**config.mk**
```make
export PLATFORM = sky130hd
export DESIGN_NAME = seq_add_sub_flags
export DESIGN_NICKNAME = d
export VERILOG_FILES = /design/src/rtl/alu_pkg.sv /design/src/rtl/seq_add_sub_flags_chunk_adder.sv /design/src/rtl/seq_add_sub_flags.sv
export SDC_FILE = /design/constraint.sdc
export NUM_CORES = 1
export LEC_CHECK = 0
export ABC_AREA = 1
export CORE_MARGIN = 2
export CORE_UTILIZATION = 47
export CTS_BUF_LIST = sky130_fd_sc_hd__clkbuf_16
export DETAILED_ROUTE_END_ITERATION = 6
export PLACE_DENSITY = 0.76
export SYNTH_ARGS = -nofsm -noshare
export SYNTH_HDL_FRONTEND = slang
export SYNTH_SLANG_ARGS = --single-unit
```
**constraint.sdc**
```tcl
create_clock -name clk -period 1.9 [get_ports clk]
set_input_delay 0.285 -clock clk [delete_from_list [all_inputs] [get_ports clk]]
set_output_delay 0.285 -clock clk [all_outputs]
set_load 0.005 [all_outputs]
```
**src/rtl/alu_pkg.sv**
```systemverilog
// Shared definitions for the sequential add/subtract unit: flag bit
// positions, FSM state type and parameter helpers.
package alu_pkg;

  // Bit positions inside the 4-bit flags vector.
  localparam int FLAG_V = 0;
  localparam int FLAG_N = 1;
  localparam int FLAG_Z = 2;
  localparam int FLAG_C = 3;

  typedef enum logic {
    IDLE = 1'b0,
    BUSY = 1'b1
  } state_t;

  // Number of chunk cycles one operation takes.
  function automatic int nchunk(input int width, input int chunk);
    return width / chunk;
  endfunction

  // Legal geometry: at least one whole chunk and no partial chunk.
  function automatic bit width_ok(input int width, input int chunk);
    return (chunk > 0) && (width >= chunk) && ((width % chunk) == 0);
  endfunction

endpackage

```
**src/rtl/seq_add_sub_flags_chunk_adder.sv**
```systemverilog
// Combinational CHUNK-bit adder slice with carry in/out; the top level
// reuses a single instance on every cycle of an operation.
module chunk_adder #(
  parameter int CHUNK = 8
) (
  input  logic [CHUNK-1:0] a,
  input  logic [CHUNK-1:0] b,
  input  logic             cin,
  output logic [CHUNK-1:0] sum,
  output logic             cout
);

  assign {cout, sum} = {1'b0, a} + {1'b0, b} + {{CHUNK{1'b0}}, cin};

endmodule

```
**src/rtl/seq_add_sub_flags.sv**
```systemverilog
// Multi-cycle add/subtract unit. Operands are consumed CHUNK bits per
// clock, least-significant chunk first, with the carry held in a register
// between chunks. Result and V/N/Z/C flags update only on the done edge.
//
// Handshake: start is sampled only while busy=0 (IDLE). The accepting
// edge latches a, b (inverted for subtract), sign and the carry-in, and
// raises busy. After NCHUNK further edges busy drops and done pulses for
// exactly one cycle together with the new result/flags. start while busy
// is dropped (no queueing); start during the done cycle is accepted, so
// operations can run back to back without a gap.
module seq_add_sub_flags
  import alu_pkg::*;
#(
  parameter int WIDTH = 32,
  parameter int CHUNK = 8
) (
  input  logic             clk,
  input  logic             rst_n,
  input  logic             start,
  input  logic             op_sub,
  input  logic             use_carry,
  input  logic             cin,
  input  logic             sign,
  input  logic [WIDTH-1:0] a,
  input  logic [WIDTH-1:0] b,
  output logic             busy,
  output logic             done,
  output logic [WIDTH-1:0] result,
  output logic [3:0]       flags
);

  localparam int NCHUNK = nchunk(WIDTH, CHUNK);
  localparam int IDXW   = (NCHUNK > 1) ? $clog2(NCHUNK) : 1;
  localparam logic [IDXW-1:0] LAST_IDX = IDXW'(NCHUNK - 1);

  if (!width_ok(WIDTH, CHUNK)) begin : g_bad_geometry
    $error("seq_add_sub_flags: WIDTH must be a non-zero multiple of CHUNK");
  end

  // FSM state is kept as a named signal so checkers can bind to it.
  state_t           state;
  state_t           state_nx;
  logic [IDXW-1:0]  idx;
  logic [WIDTH-1:0] a_sh;
  logic [WIDTH-1:0] b_sh;
  logic             carry;
  logic             sign_q;
  logic [CHUNK-1:0] csum;
  logic             cout;
  logic [WIDTH-1:0] full_sum;
  logic [3:0]       flags_nx;
  logic             accept;
  logic             last;

  assign accept = (state == IDLE) && start;
  assign last   = (state == BUSY) && (idx == LAST_IDX);
  assign busy   = (state == BUSY);

  chunk_adder #(.CHUNK(CHUNK)) u_chunk_adder (
    .a    (a_sh[CHUNK-1:0]),
    .b    (b_sh[CHUNK-1:0]),
    .cin  (carry),
    .sum  (csum),
    .cout (cout)
  );

  // Lower chunks finished on earlier cycles wait here; the full sum is the
  // current chunk on top of them, which is only complete on the last cycle.
  if (NCHUNK == 1) begin : g_single
    assign full_sum = csum;
  end else begin : g_multi
    logic [WIDTH-CHUNK-1:0] acc;
    assign full_sum = {csum, acc};
    if (NCHUNK == 2) begin : g_two
      // Accumulate the finished low chunk.
      always_ff @(posedge clk or negedge rst_n) begin
        if (!rst_n)                    acc <= '0;
        else if (busy && !last)        acc <= csum;
      end
    end else begin : g_many
      // Shift finished chunks down, newest at the top.
      always_ff @(posedge clk or negedge rst_n) begin
        if (!rst_n)                    acc <= '0;
        else if (busy && !last)        acc <= {csum, acc[WIDTH-CHUNK-1:CHUNK]};
      end
    end
  end

  // Flags of the completed operation; a_sh/b_sh hold the top chunk on the
  // last cycle, so their bit CHUNK-1 is the operand sign bit.
  always_comb begin
    flags_nx         = '0;
    flags_nx[FLAG_C] = cout;
    flags_nx[FLAG_Z] = (full_sum == '0);
    flags_nx[FLAG_N] = sign_q && full_sum[WIDTH-1];
    flags_nx[FLAG_V] = sign_q && (a_sh[CHUNK-1] == b_sh[CHUNK-1]) &&
                       (full_sum[WIDTH-1] != a_sh[CHUNK-1]);
  end

  // State register.
  always_ff @(posedge clk or negedge rst_n) begin
    if (!rst_n) state <= IDLE;
    else        state <= state_nx;
  end

  // Next-state: accept in IDLE, leave BUSY after the last chunk.
  always_comb begin
    state_nx = state;
    case (state)
      IDLE:    if (start) state_nx = BUSY;
      BUSY:    if (idx == LAST_IDX) state_nx = IDLE;
      default: state_nx = IDLE;
    endcase
  end

  // Datapath: operand capture, per-chunk carry chain, result/flag update.
  always_ff @(posedge clk or negedge rst_n) begin
    if (!rst_n) begin
      idx    <= '0;
      a_sh   <= '0;
      b_sh   <= '0;
      carry  <= 1'b0;
      sign_q <= 1'b0;
      done   <= 1'b0;
      result <= '0;
      flags  <= 4'b0000;
    end else begin
      done <= 1'b0;
      if (accept) begin
        idx    <= '0;
        a_sh   <= a;
        b_sh   <= op_sub ? ~b : b;
        carry  <= use_carry ? cin : op_sub;
        sign_q <= sign;
      end else if (busy) begin
        idx   <= idx + IDXW'(1);
        a_sh  <= a_sh >> CHUNK;
        b_sh  <= b_sh >> CHUNK;
        carry <= cout;
        if (last) begin
          done   <= 1'b1;
          result <= full_sum;
          flags  <= flags_nx;
        end
      end
    end
  end

endmodule

```
Yosys cells after proc, flatten, opt, wreduce, memory -nomap -nowiden:

Index checks and enable logic that the tools add are counted.

* add/subtract/negate cells: 3
* mux-type cells: 16
* equality and inequality tests: 3
* reductions and logical operators: 10
* bitwise logic cells: 3

Operators with widths (count)
* $mux 32: 5
* $logic_not 32->1: 1
* $not 32->32: 1
* $add 8x8->9: 1
* $add 9x1->9: 1
* $mux 1: 8
* $logic_and 1x1->1: 6
* $mux 2: 2
* $reduce_and 3->1: 1
* $add 2x1->2 const B: 1
* $eq 2x2->1 const B: 1
* $not 1->1: 2
* $pmux 1 s2: 1
* $reduce_bool 2->1: 1
* $eq 1x1->1: 1
* $logic_not 1->1: 1
* $ne 1x1->1: 1

* logic and storage cells: 45
* bits in registers: 130

Logic depth before layout (Yosys ltp):

* depth in word-level cells: 5
* mapped depth: 11

Modules after synthesis:

From an unflattened synthesis, not the netlist that was laid out.

* cells, all modules: 643
* area, all modules: 5871.9 um^2

By module, submodules not included
* seq_add_sub_flags: cells an instance 584, times used 1, area each 5487.8 um^2
* chunk_adder: cells an instance 59, times used 1, area each 384.1 um^2

Least setup slack after synthesis:

OpenSTA, ideal clock, no wires.

* kind: reg-to-reg
* start: register a_sh[0]
* end: register flags[2]
* cell stages (with the launch flop): 11
* slack: -0.013 ns
* period minus slack after synthesis: 1.913 ns
* library setup time: 0.117 ns
* required time: 1.783 ns
* arrival time: 1.795 ns
* path through: dfrtp_1 -> fa_1 -> fa_1 -> nand2_1 -> nand2_1 -> nand3_1 -> nand3_1 -> nand2_1 -> nor2_1 -> nand3_1 -> nand2_1

* word-level cells in the longest chain between the ends: 3

RTL lines
* start, declared: RTL line seq_add_sub_flags.sv:44 `logic [WIDTH-1:0] a_sh;`
* start signal, assigned: RTL line seq_add_sub_flags.sv:137 `a_sh <= a_sh >> CHUNK;`
* $add 8x8->9: RTL line seq_add_sub_flags_chunk_adder.sv:13 `assign {cout, sum} = {1'b0, a} + {1'b0, b} + {{CHUNK{1'b0}}, cin};`
* $add 9x1->9: RTL line seq_add_sub_flags_chunk_adder.sv:13
* $logic_not 32->1: RTL line seq_add_sub_flags.sv:94 `flags_nx[FLAG_Z] = (full_sum == '0);`
* end signal, assigned: RTL line seq_add_sub_flags.sv:143 `flags <= flags_nx;`
* end, declared: RTL line seq_add_sub_flags.sv:29 `output logic [3:0] flags`

Every way passes these cells.
A chain may end at the register's enable or synchronous reset.

Worst setup path after layout:

* start: register a_sh[0]
* end: register flags[2]

* word-level cells in the longest chain between the ends: 3

RTL lines
* $add 8x8->9: RTL line seq_add_sub_flags_chunk_adder.sv:13
* $add 9x1->9: RTL line seq_add_sub_flags_chunk_adder.sv:13
* named net csum[1]: RTL line seq_add_sub_flags.sv:48 `logic [CHUNK-1:0] csum;`
* $logic_not 32->1: RTL line seq_add_sub_flags.sv:94

The timed path passes the listed nets, and every way through them passes these cells.

==> results.py <==
metrics = {
    "run_status": {
        "status": "complete, but fails checks",
        "violations": "negative setup slack",
    },
    "timing": {
        "relSlewSlack": 0.6163,
        "setup_viol": 2,
        "setup_ws_ns": -0.1115,
        "rsz0062_at_grt": "true",
        "tightestPinTransition_ns": 0.5747,
        "max_clock_freq_mhz": 497.1,
        "timing.final.crit_share": 1.059,
        "skew_ns": 0.009084,
        "post-route-min-period_ns": 2.012,
        "slew_viol_final": 0,
        "hold_viol": 0,
    },
    "power_and_ir_drop": {
        "power.density_nw_per_um2": 1648,
        "leakage_nw": 3.524,
        "peakVddDrop_mv": 0.6162,
        "design_power_total_mw": 12.86,
    },
    "cells_and_area": {
        "fin_nets": 823,
        "final_layout_size_suffix_gt1_frac": 0.09801,
        "antenna_cells": 0,
        "syn_to_final_growth_pct": 34.66,
        "n_fill_cell": 947,
        "final_core_util": 0.6499,
    },
    "clocking": {
        "cts-htree-levels": 4,
        "cts_buffers": 17,
        "insertion_delay_ns": 0.42,
        "cts_root_buffer": "clkbuf_16",
        "clock_path_buffers": 2,
        "clkTransAtPathRegs_ns": 0.06,
        "cts.sinks": 130,
        "cts_tree": "yes",
    },
    "global_routing": {
        "use_met3": 0.05008,
        "antenna_found_initial": 0,
        "grt_max_degree": 61,
        "overflow": 0,
        "grt_pass1_vias": 4671,
        "met1_usage": 0.2917,
        "grt_use_total": 0.2233,
        "grt_busiest_layer": "met2",
        "gr-usage-met2": 0.3584,
        "grt_pass1_wl_um": 22890,
    },
    "yosys": {
        "synth_cell_types": 32,
        "ys_ff_latch": 130,
        "synthTopCellsByCount": "nand2_1 (169), dfrtp_1 (130), inv_1 (55)",
        "syn-cell-area_um2": 5797,
        "avgSynthCellArea_um2": 9.245,
        "synth_top_area_frac": 0.5612,
        "postSynth.asyncResetShare": 1.000,
        "yosysMostFrequentCell": "nand2_1",
        "synth.largest_area_cell": "dfrtp_1",
        "ys_seq_area_frac": 0.5612,
        "yosysWarnings": 0,
        "synth_nets": 708,
        "yosys-top-cells-area": "dfrtp_1 (56%), nand2_1 (11%), o21ai_0 (4.7%), xnor2_1 (4.5%), inv_1 (3.6%)",
        "synth_edf_count": 0,
        "yosys_most_used_dff": "dfrtp_1",
        "syn_inst": 627,
    },
    "floorplanning": {
        "die_h_um": 115.1,
        "start_util": 0.4826,
        "die_x_um": 115.1,
        "io-pin-count": 109,
        "fp.coreArea_um2": 12010,
        "rows": 40,
        "fp.dieArea_um2": 13240,
    },
    "routing": {
        "wl_per_cell_um": 15.33,
        "initialDrtViolationCount": 275,
        "drt_wl_total_um": 13830,
        "firstDrtPassIters": 4,
        "vias": 4753,
        "postRouteAntennaNets": 0,
        "route.detailed.drc": 0,
        "drt-vias-per-instance": 5.269,
    },
    "setup_path": {
        "worstPathRequired_ns": 2.26,
        "reg2regPathDepth": 9,
        "crit_arrival_ns": 2.37,
        "startpoint_type": "register",
        "worst_setup_path_end_kind": "register",
        "r2r_slack_ns": -0.11,
        "r2r-end": "flags[2]$_DFFE_PN0P_",
        "path_max_fanout": 2,
        "critPathKind": "register to register",
        "reg2reg_from": "a_sh[0]$_DFFE_PN0P_",
    },
    "run": {
        "drv_cap": 0,
    },
    "place": {
        "place_congestion": 0.8595,
        "port_buffers": 108,
        "dpl.hpwl_um": 9725,
    },
    "hold_path": {
        "hp-class": "input pin to async pin",
    },
}
[stage by stage]
step                      cells  setup slack (ns)  hold slack, ns  instance area [µm²]  setup TNS (ns)
after floorplan             627           0.05037        -0.01059                 5799               0
after global placement      867          -0.05530          0.2369                 7101        -0.06822
after detailed placement    867          -0.08384          0.2374                 7101         -0.2496
after CTS                   901         -0.004225          0.3313                 7766       -0.004225
after global routing        902           -0.1918          0.3683                 7806         -0.3395
final                       902           -0.1115          0.3366                 7806         -0.1300
[sequential cells by signal, summed over array words and instances (netlist names)]
register and flops:
a_sh 32, result 32, busy 1, done 1, sign_q 1, idx 2, b_sh 32, carry 1
flags 4, g_multi.acc 24
[layer usage]
layer  wire [µm]  vias to the layer above
li1            -                     2289
met1        5911                     2259
met2        6771                      166
met3         673                       39
met4         470                        0
met5           0                        -
[timing repair]
item,4_1_cts,5_1_grt
gates resized for setup,5,9
endpoints found under the hold margin,27,0
pin swaps,3,2
hold buffers,1,0
setup endpoints to repair,4,4
buffers inserted,1,1
gates cloned,0,0
[layout make-up]
type	instances	area [µm²]	share of cell area
inverter	61	229.0	0.02933
tap	147	183.9	0.02356
clock inverter	15	207.7	0.02661
multi-input combinational	404	2215	0.2837
timing repair buffer	128	1292	0.1656
clock buffer	17	425.4	0.05450
sequential	130	3253	0.4167
[report_power, final]
part	internal [mW]	leakage, nW	total [mW]	switching (mW)
sequential	3.90	1.67	4.61	0.702
combinational	2.10	1.55	4.76	2.66
clock	2.21	0.307	3.49	1.28
[how the worst max path moves through the flow]
stage,startpoint,end,slack [ns],cells past startpoint
final,a_sh[0]$_DFFE_PN0P_,flags[2]$_DFFE_PN0P_,-0.11,9
after global routing,a_sh[0]$_DFFE_PN0P_,flags[2]$_DFFE_PN0P_,-0.19,9
after CTS,a_sh[0]$_DFFE_PN0P_,flags[2]$_DFFE_PN0P_,-0.004,11
after detailed placement,a_sh[0]$_DFFE_PN0P_,flags[2]$_DFFE_PN0P_,-0.08,11
after global placement,a_sh[0]$_DFFE_PN0P_,flags[2]$_DFFE_PN0P_,-0.06,11
after floorplan,a_sh[0]$_DFFE_PN0P_,flags[2]$_DFFE_PN0P_,0.05,10
[worst max-delay path, cell delays in order, from the launching register on]
cell     delay, ns
dfrtp_1       0.40
fa_2          0.42
fa_2          0.44
inv_1         0.08
nand4_1       0.13
nor2_2        0.11
nand3_1       0.09
nor2_1        0.14
nand3_1       0.10
nand2_1       0.06
[cell usage in the layout, fill, tap and decap left out, types with 4 or more instances in the layout]
cell	n
nand2_1	163
dfrtp_1	130
clkdlybuf4s50_1	106
inv_1	56
o21ai_0	53
o21ai_1	39
xnor2_1	30
a22oi_1	22
clkbuf_16	17
nor2_1	16
nand3_1	16
buf_4	14
o211ai_1	11
ha_1	8
nand2_2	7
o221ai_1	7
inv_2	6
nand4_1	5
buf_12	5
clkinv_4	4
bufinv_16	4
[cell families (layout without fill, tap and decap cells)]
kind of cell    count (synthesis)  count (layout)  share of synthesized area
mux                             1               1                   0.001727
xor+xnor                       33              33                    0.04986
buf+inv                        93             221                    0.06475
compound gates                144             144                     0.1470
fa+ha+maj                      10              10                    0.02418
flops                         130             130                     0.5612
simple gates                  216             216                     0.1513
Power figures use the tool's default switching activity.
